## src/rtl/fb_pkg.sv

```systemverilog
// Shared frame-buffer constants and arbiter state encoding for the VGA
// scan-out / pixel-writer port sharing logic.
package fb_pkg;

  localparam int unsigned ADDR_W   = 17;
  localparam int unsigned DATA_W   = 12;
  localparam int unsigned FB_W     = 320;
  localparam int unsigned FB_DEPTH = 76800;
  localparam int unsigned SCALE_SH = 1;
  localparam int unsigned RD_LAT   = 1;
  localparam int unsigned H_LAST   = 639;

  typedef enum logic [1:0] {
    S_DISP  = 2'd0,
    S_BLANK = 2'd1,
    S_WR    = 2'd2
  } fb_state_e;

endpackage

```

## src/rtl/fb_scan_addr.sv

```systemverilog
// Display address generator: tracks the frame-buffer line base without a
// multiplier and adds the horizontally downscaled pixel offset.
module fb_scan_addr
  import fb_pkg::*;
#(
  parameter int unsigned ADDR_W   = fb_pkg::ADDR_W,
  parameter int unsigned FB_W     = fb_pkg::FB_W,
  parameter int unsigned SCALE_SH = fb_pkg::SCALE_SH
) (
  input  logic              clk,
  input  logic              rst,
  input  logic [9:0]        h_cnt,
  input  logic [9:0]        v_cnt,
  input  logic              valid,
  output logic [ADDR_W-1:0] disp_addr
);

  localparam logic [9:0] V_MASK = 10'((1 << SCALE_SH) - 1);

  logic [ADDR_W-1:0] line_base;
  logic              frame_start;
  logic              line_end;

  assign frame_start = (h_cnt == '0) && (v_cnt == '0);
  assign line_end    = valid && (h_cnt == 10'(H_LAST)) && ((v_cnt & V_MASK) == V_MASK);

  always_ff @(posedge clk) begin
    if (rst || frame_start) begin
      line_base <= '0;
    end else if (line_end) begin
      line_base <= line_base + ADDR_W'(FB_W);
    end
  end

  // Pixel (0,0) is itself active, so the base is forced to zero combinationally
  // there; the register only clears on the following edge.
  assign disp_addr = (frame_start ? '0 : line_base) + ADDR_W'(h_cnt >> SCALE_SH);

endmodule

```

## src/rtl/fb_port_arbiter.sv

```systemverilog
// Single-port frame-buffer arbiter: scan-out owns the BRAM during active video,
// the pixel writer is served in blanking; RGB is blanked and pipeline-aligned.
module fb_port_arbiter
  import fb_pkg::*;
#(
  parameter int unsigned ADDR_W   = fb_pkg::ADDR_W,
  parameter int unsigned DATA_W   = fb_pkg::DATA_W,
  parameter int unsigned FB_W     = fb_pkg::FB_W,
  parameter int unsigned FB_DEPTH = fb_pkg::FB_DEPTH,
  parameter int unsigned SCALE_SH = fb_pkg::SCALE_SH,
  parameter int unsigned RD_LAT   = fb_pkg::RD_LAT
) (
  input  logic              clk,
  input  logic              rst,
  input  logic [9:0]        h_cnt,
  input  logic [9:0]        v_cnt,
  input  logic              valid,
  input  logic              wr_valid,
  input  logic [ADDR_W-1:0] wr_addr,
  input  logic [DATA_W-1:0] wr_data,
  output logic              wr_ready,
  output logic [ADDR_W-1:0] mem_addr,
  output logic              mem_we,
  output logic [DATA_W-1:0] mem_din,
  input  logic [DATA_W-1:0] mem_dout,
  output logic [DATA_W-1:0] rgb,
  output logic              rgb_valid,
  output logic              wr_err
);

  fb_state_e         state, state_next;
  logic [ADDR_W-1:0] disp_addr;
  logic [ADDR_W-1:0] mem_addr_next;
  logic [DATA_W-1:0] mem_din_next;
  logic              mem_we_next;
  logic              wr_err_next;
  logic              wr_fire;
  logic              wr_oob;
  logic [RD_LAT:0]   vld_dly;

  fb_scan_addr #(
    .ADDR_W   (ADDR_W),
    .FB_W     (FB_W),
    .SCALE_SH (SCALE_SH)
  ) u_scan_addr (
    .clk       (clk),
    .rst       (rst),
    .h_cnt     (h_cnt),
    .v_cnt     (v_cnt),
    .valid     (valid),
    .disp_addr (disp_addr)
  );

  assign wr_ready = ~rst & ~valid;
  assign wr_fire  = wr_valid & wr_ready;
  assign wr_oob   = 32'(wr_addr) >= FB_DEPTH;

  always_comb begin
    state_next    = state;
    mem_addr_next = mem_addr;
    mem_din_next  = mem_din;
    mem_we_next   = 1'b0;
    wr_err_next   = wr_err;

    // Port ownership follows valid directly so the first blanking cycle can
    // already accept a write, whatever state the FSM is leaving.
    if (valid) begin
      mem_addr_next = disp_addr;
    end else if (wr_fire) begin
      if (wr_oob) begin
        wr_err_next = 1'b1;
      end else begin
        mem_addr_next = wr_addr;
        mem_din_next  = wr_data;
        mem_we_next   = 1'b1;
      end
    end

    unique case (state)
      S_DISP:        state_next = valid ? S_DISP : S_BLANK;
      S_BLANK, S_WR: state_next = valid ? S_DISP : (wr_valid ? S_WR : S_BLANK);
      default:       state_next = S_DISP;
    endcase
  end

  always_ff @(posedge clk) begin
    if (rst) begin
      state    <= S_DISP;
      mem_addr <= '0;
      mem_din  <= '0;
      mem_we   <= 1'b0;
      wr_err   <= 1'b0;
      vld_dly  <= '0;
    end else begin
      state    <= state_next;
      mem_addr <= mem_addr_next;
      mem_din  <= mem_din_next;
      mem_we   <= mem_we_next;
      wr_err   <= wr_err_next;
      vld_dly  <= (RD_LAT + 1)'({vld_dly, valid});
    end
  end

  assign rgb_valid = vld_dly[RD_LAT];
  assign rgb       = rgb_valid ? mem_dout : '0;

endmodule

```

## config.mk

```make
export PLATFORM = sky130hd
export DESIGN_NAME = fb_port_arbiter
export DESIGN_NICKNAME = d
export VERILOG_FILES = /design/src/rtl/fb_pkg.sv /design/src/rtl/fb_scan_addr.sv /design/src/rtl/fb_port_arbiter.sv
export SDC_FILE = /design/constraint.sdc
export NUM_CORES = 1
export LEC_CHECK = 0
export CELL_PAD_IN_SITES_DETAIL_PLACEMENT = 0
export CELL_PAD_IN_SITES_GLOBAL_PLACEMENT = 1
export CORE_MARGIN = 3
export CORE_UTILIZATION = 47
export CTS_BUF_LIST = sky130_fd_sc_hd__clkbuf_4 sky130_fd_sc_hd__clkbuf_8
export CTS_CLUSTER_DIAMETER = 150
export DETAILED_ROUTE_END_ITERATION = 16
export DONT_BUFFER_PORTS = 1
export GPL_TIMING_DRIVEN = 1
export PLACE_DENSITY_LB_ADDON = 0.05
export SLEW_MARGIN = 20
export SYNTH_ARGS = -nofsm -noshare
export SYNTH_HDL_FRONTEND = slang
export SYNTH_HIERARCHICAL = 1
export SYNTH_SLANG_ARGS = --single-unit
```

## constraint.sdc

```tcl
create_clock -name clk -period 3 [get_ports clk]
set_input_delay 0.3 -clock clk [delete_from_list [all_inputs] [get_ports clk]]
set_output_delay 0.3 -clock clk [all_outputs]
set_load 0.02 [all_outputs]
```

==> flow_summary.json <==
{
  "p_sw_uw": 294,
  "grt_pass1_wl_mm": 9.05,
  "min_path_type": "input port to register",
  "clock_skew_ns": 0.00897,
  "area_delta_synth_final_pct": 3.06,
  "irDropWorstVdd_uv": 251,
  "ys_ff_latch": 44,
  "cts_hold_buf": 0,
  "nets": 340,
  "ys_warn_count": 6,
  "layout_common_cells": "dfxtp_1, nor2_1, a21oi_1, nand2_1, inv_1",
  "diodes": 0,
  "ant_nets": 0,
  "drt-pass1-iter-count": 5,
  "drc": 0,
  "wl_per_cell_um": 16.7,
  "path_clk_slew_ns": 0.09,
  "max_freq_ghz": 0.423,
  "syn_area_per_cell_um2": 8.88,
  "fin_setup_tns_ns": 0,
  "setup_viol_count_final": 0,
  "dr_total_vias": 1940,
  "crit_slowest_cell": "a21oi_1",
  "async_flop_share": 0,
  "port_buffers": 0,
  "cts_setup_buffers": 0,
  "cts_tree": "yes",
  "startpoint_type": "input port",
  "internal_power_uw": 893,
  "root_buffer": "clkbuf_8",
  "cp_cell_sequence": "nor4_1, nand3_1, o21ai_0, inv_1, ha_1, a21o_1, a21oi_1, o21ai_0, a21oi_1, inv_1, a221oi_1",
  "max_cap_violations": 0,
  "die_h_um": 78.9,
  "synth_edf_count": 0,
  "crit_fanout": 7,
  "clockBufferDepth": 2,
  "grtUsageTotal": 0.181,
  "htreeDepth": 2,
  "p_leak_uw": 0.00102,
  "layout_min_cycle_time_ns": 2.37,
  "rsz0062_at_grt": "false",
  "path_class": "input port to register",
  "antenna_found_initial": 0,
  "worstSetupEndpointType": "register",
  "tightest_slew_ns": 0.852,
  "combPwrFrac": 0.080,
  "ys.flop_type": "dfxtp_1",
  "final.setup.worst_slack_ns": 0.633,
  "status": "finished clean",
  "synth.cell_area_mm2": 0.00249,
  "maxSlewHeadroom": 0.431,
  "cts_buffers": 5,
  "drv_slew": 0,
  "via_per_inst": 5.74,
  "first_global_vias": 1801,
  "row_count": 25,
  "fin_crit_sh": 0.789,
  "dieArea_mm2": 0.00622,
  "final_common_cell": "dfxtp_1",
  "synth_top_area_frac": 0.353,
  "power_frac_seq": 0.542,
  "worstPathArrival_ns": 2.57,
  "first_iter_violations": 78,
  "cts_resized": 0,
  "overflow": 0,
  "pre_cts_ws_ns": 0.299,
  "drive_gt1_frac": 0.107,
  "clkPwrFrac": 0.378,
  "p_per_area_mw_per_mm2": 462,
  "crit_required_ns": 3.20,
  "synth_nets": 351,
  "hold_viol_final": 0,
  "io_pins": 110,
  "ys_types": 48,
  "synth_cells": 281,
  "wl_mm": 5.64,
  "p_sw_frac": 0.248,
  "worstSkewPairLatency_ns": 0.29,
  "place_congestion": 0.786,
  "synth_area_leader_cell": "dfxtp_1",
  "coreArea_mm2": 0.00491,
  "clock_sinks": 44,
  "synth.area.top_cells": "dfxtp_1, a221oi_2, mux2i_1, nor2_1, a21oi_1",
  "max_stage_delay_ns": 0.36,
  "ys_seq_area_frac": 0.353,
  "die_x_um": 78.9,
  "initial_core_util": 0.508,
  "grt_max_degree": 37,
  "hpwl_mm": 4.21
}
## final timing paths
kind / from / endpoint / slack, ns / cells after the start
min reg2reg: vld_dly[0] / vld_dly[1] / 0.44 / 1
max reg2reg: u_scan_addr/line_base[6] / mem_addr[10] / 0.74 / 10
min: rst / mem_addr[5] / 0.06 / 1
max: h_cnt[2] / mem_addr[13] / 0.63 / 11
## flip-flops by register name, indices dropped and copies added (netlist names)
| register | cells |
|---|---|
| vld_dly | 2 |
| mem_addr | 17 |
| mem_din | 12 |
| mem_we | 1 |
| wr_err | 1 |
| u_scan_addr/line_base | 11 |
## cells in the mapped netlist (5+ instances only)
library cell	number
a21oi_1	22
a221oi_1	6
a221oi_2	10
and2_1	12
buf_4	6
clkbuf_1	6
dfxtp_1	44
inv_1	20
mux2i_1	13
nand2_1	21
nor2_1	30
nor2b_1	5
nor4_1	7
o21ai_0	13
or3_1	8
xnor2_1	6
xor2_1	5
## worst max-delay path, delay by kind of cell
family | cells | cell delay, ns
adders and majority gates | 1 | 0.27
AOI/OAI and AO/OA | 6 | 1.44
and+or+nand+nor | 2 | 0.43
buffers and inverters | 2 | 0.13
## kinds of logic (layout without fill, tap and decap cells)
group / count (synthesis) / count (layout) / synth area share
compound gates: 68 / 68 / 0.232
simple gates: 101 / 101 / 0.215
fa+ha+maj: 5 / 5 / 0.0281
mux: 13 / 13 / 0.0522
xor+xnor: 11 / 11 / 0.0386
buf+inv: 39 / 29 / 0.0807
flops: 44 / 44 / 0.353
## metrics by stage
step	hold WS [ns]	util	instance area (um2)	cells	total power, uW
detailed placement	0.374	0.501	2460	330	753
floorplan	0.414	-	2490	281	760
CTS	0.0533	0.524	2570	338	1200
finish	0.0607	0.524	2570	338	1190
global route	0.0433	0.524	2570	338	1240
global placement	0.371	0.501	2460	330	752
## metal layers
| metal | vias to the layer above | routed length [um] | global-route usage |
|---|---|---|---|
| met5 | - | 0 | 0 |
| met3 | 4 | 418 | 0.0510 |
| met4 | 0 | 38 | 0.0412 |
| met2 | 62 | 2550 | 0.276 |
| met1 | 898 | 2630 | 0.255 |
| li1 | 976 | - | - |
## layout make-up
| class | instances | area [um2] |
|---|---|---|
| well taps | 67 | 83.8 |
| fillers | 496 | 2340 |
| flip-flops and latches | 44 | 881 |
| clock buffers | 5 | 68.8 |
| multi-input cells | 198 | 1410 |
| clock inverters | 3 | 42.5 |
| inverters | 20 | 75.1 |
| repair buffers | 1 | 7.51 |
## power by group through the flow
stage / Clock [uW] / Combinational, uW / Sequential [uW]
floorplan: 0 / 107 / 653
global placement: 0 / 94.8 / 658
global route: 489 / 108 / 646
detailed placement: 0 / 95.2 / 658
finish: 449 / 95.0 / 643
CTS: 462 / 95.7 / 644
Power figures use the tool's default switching activity.
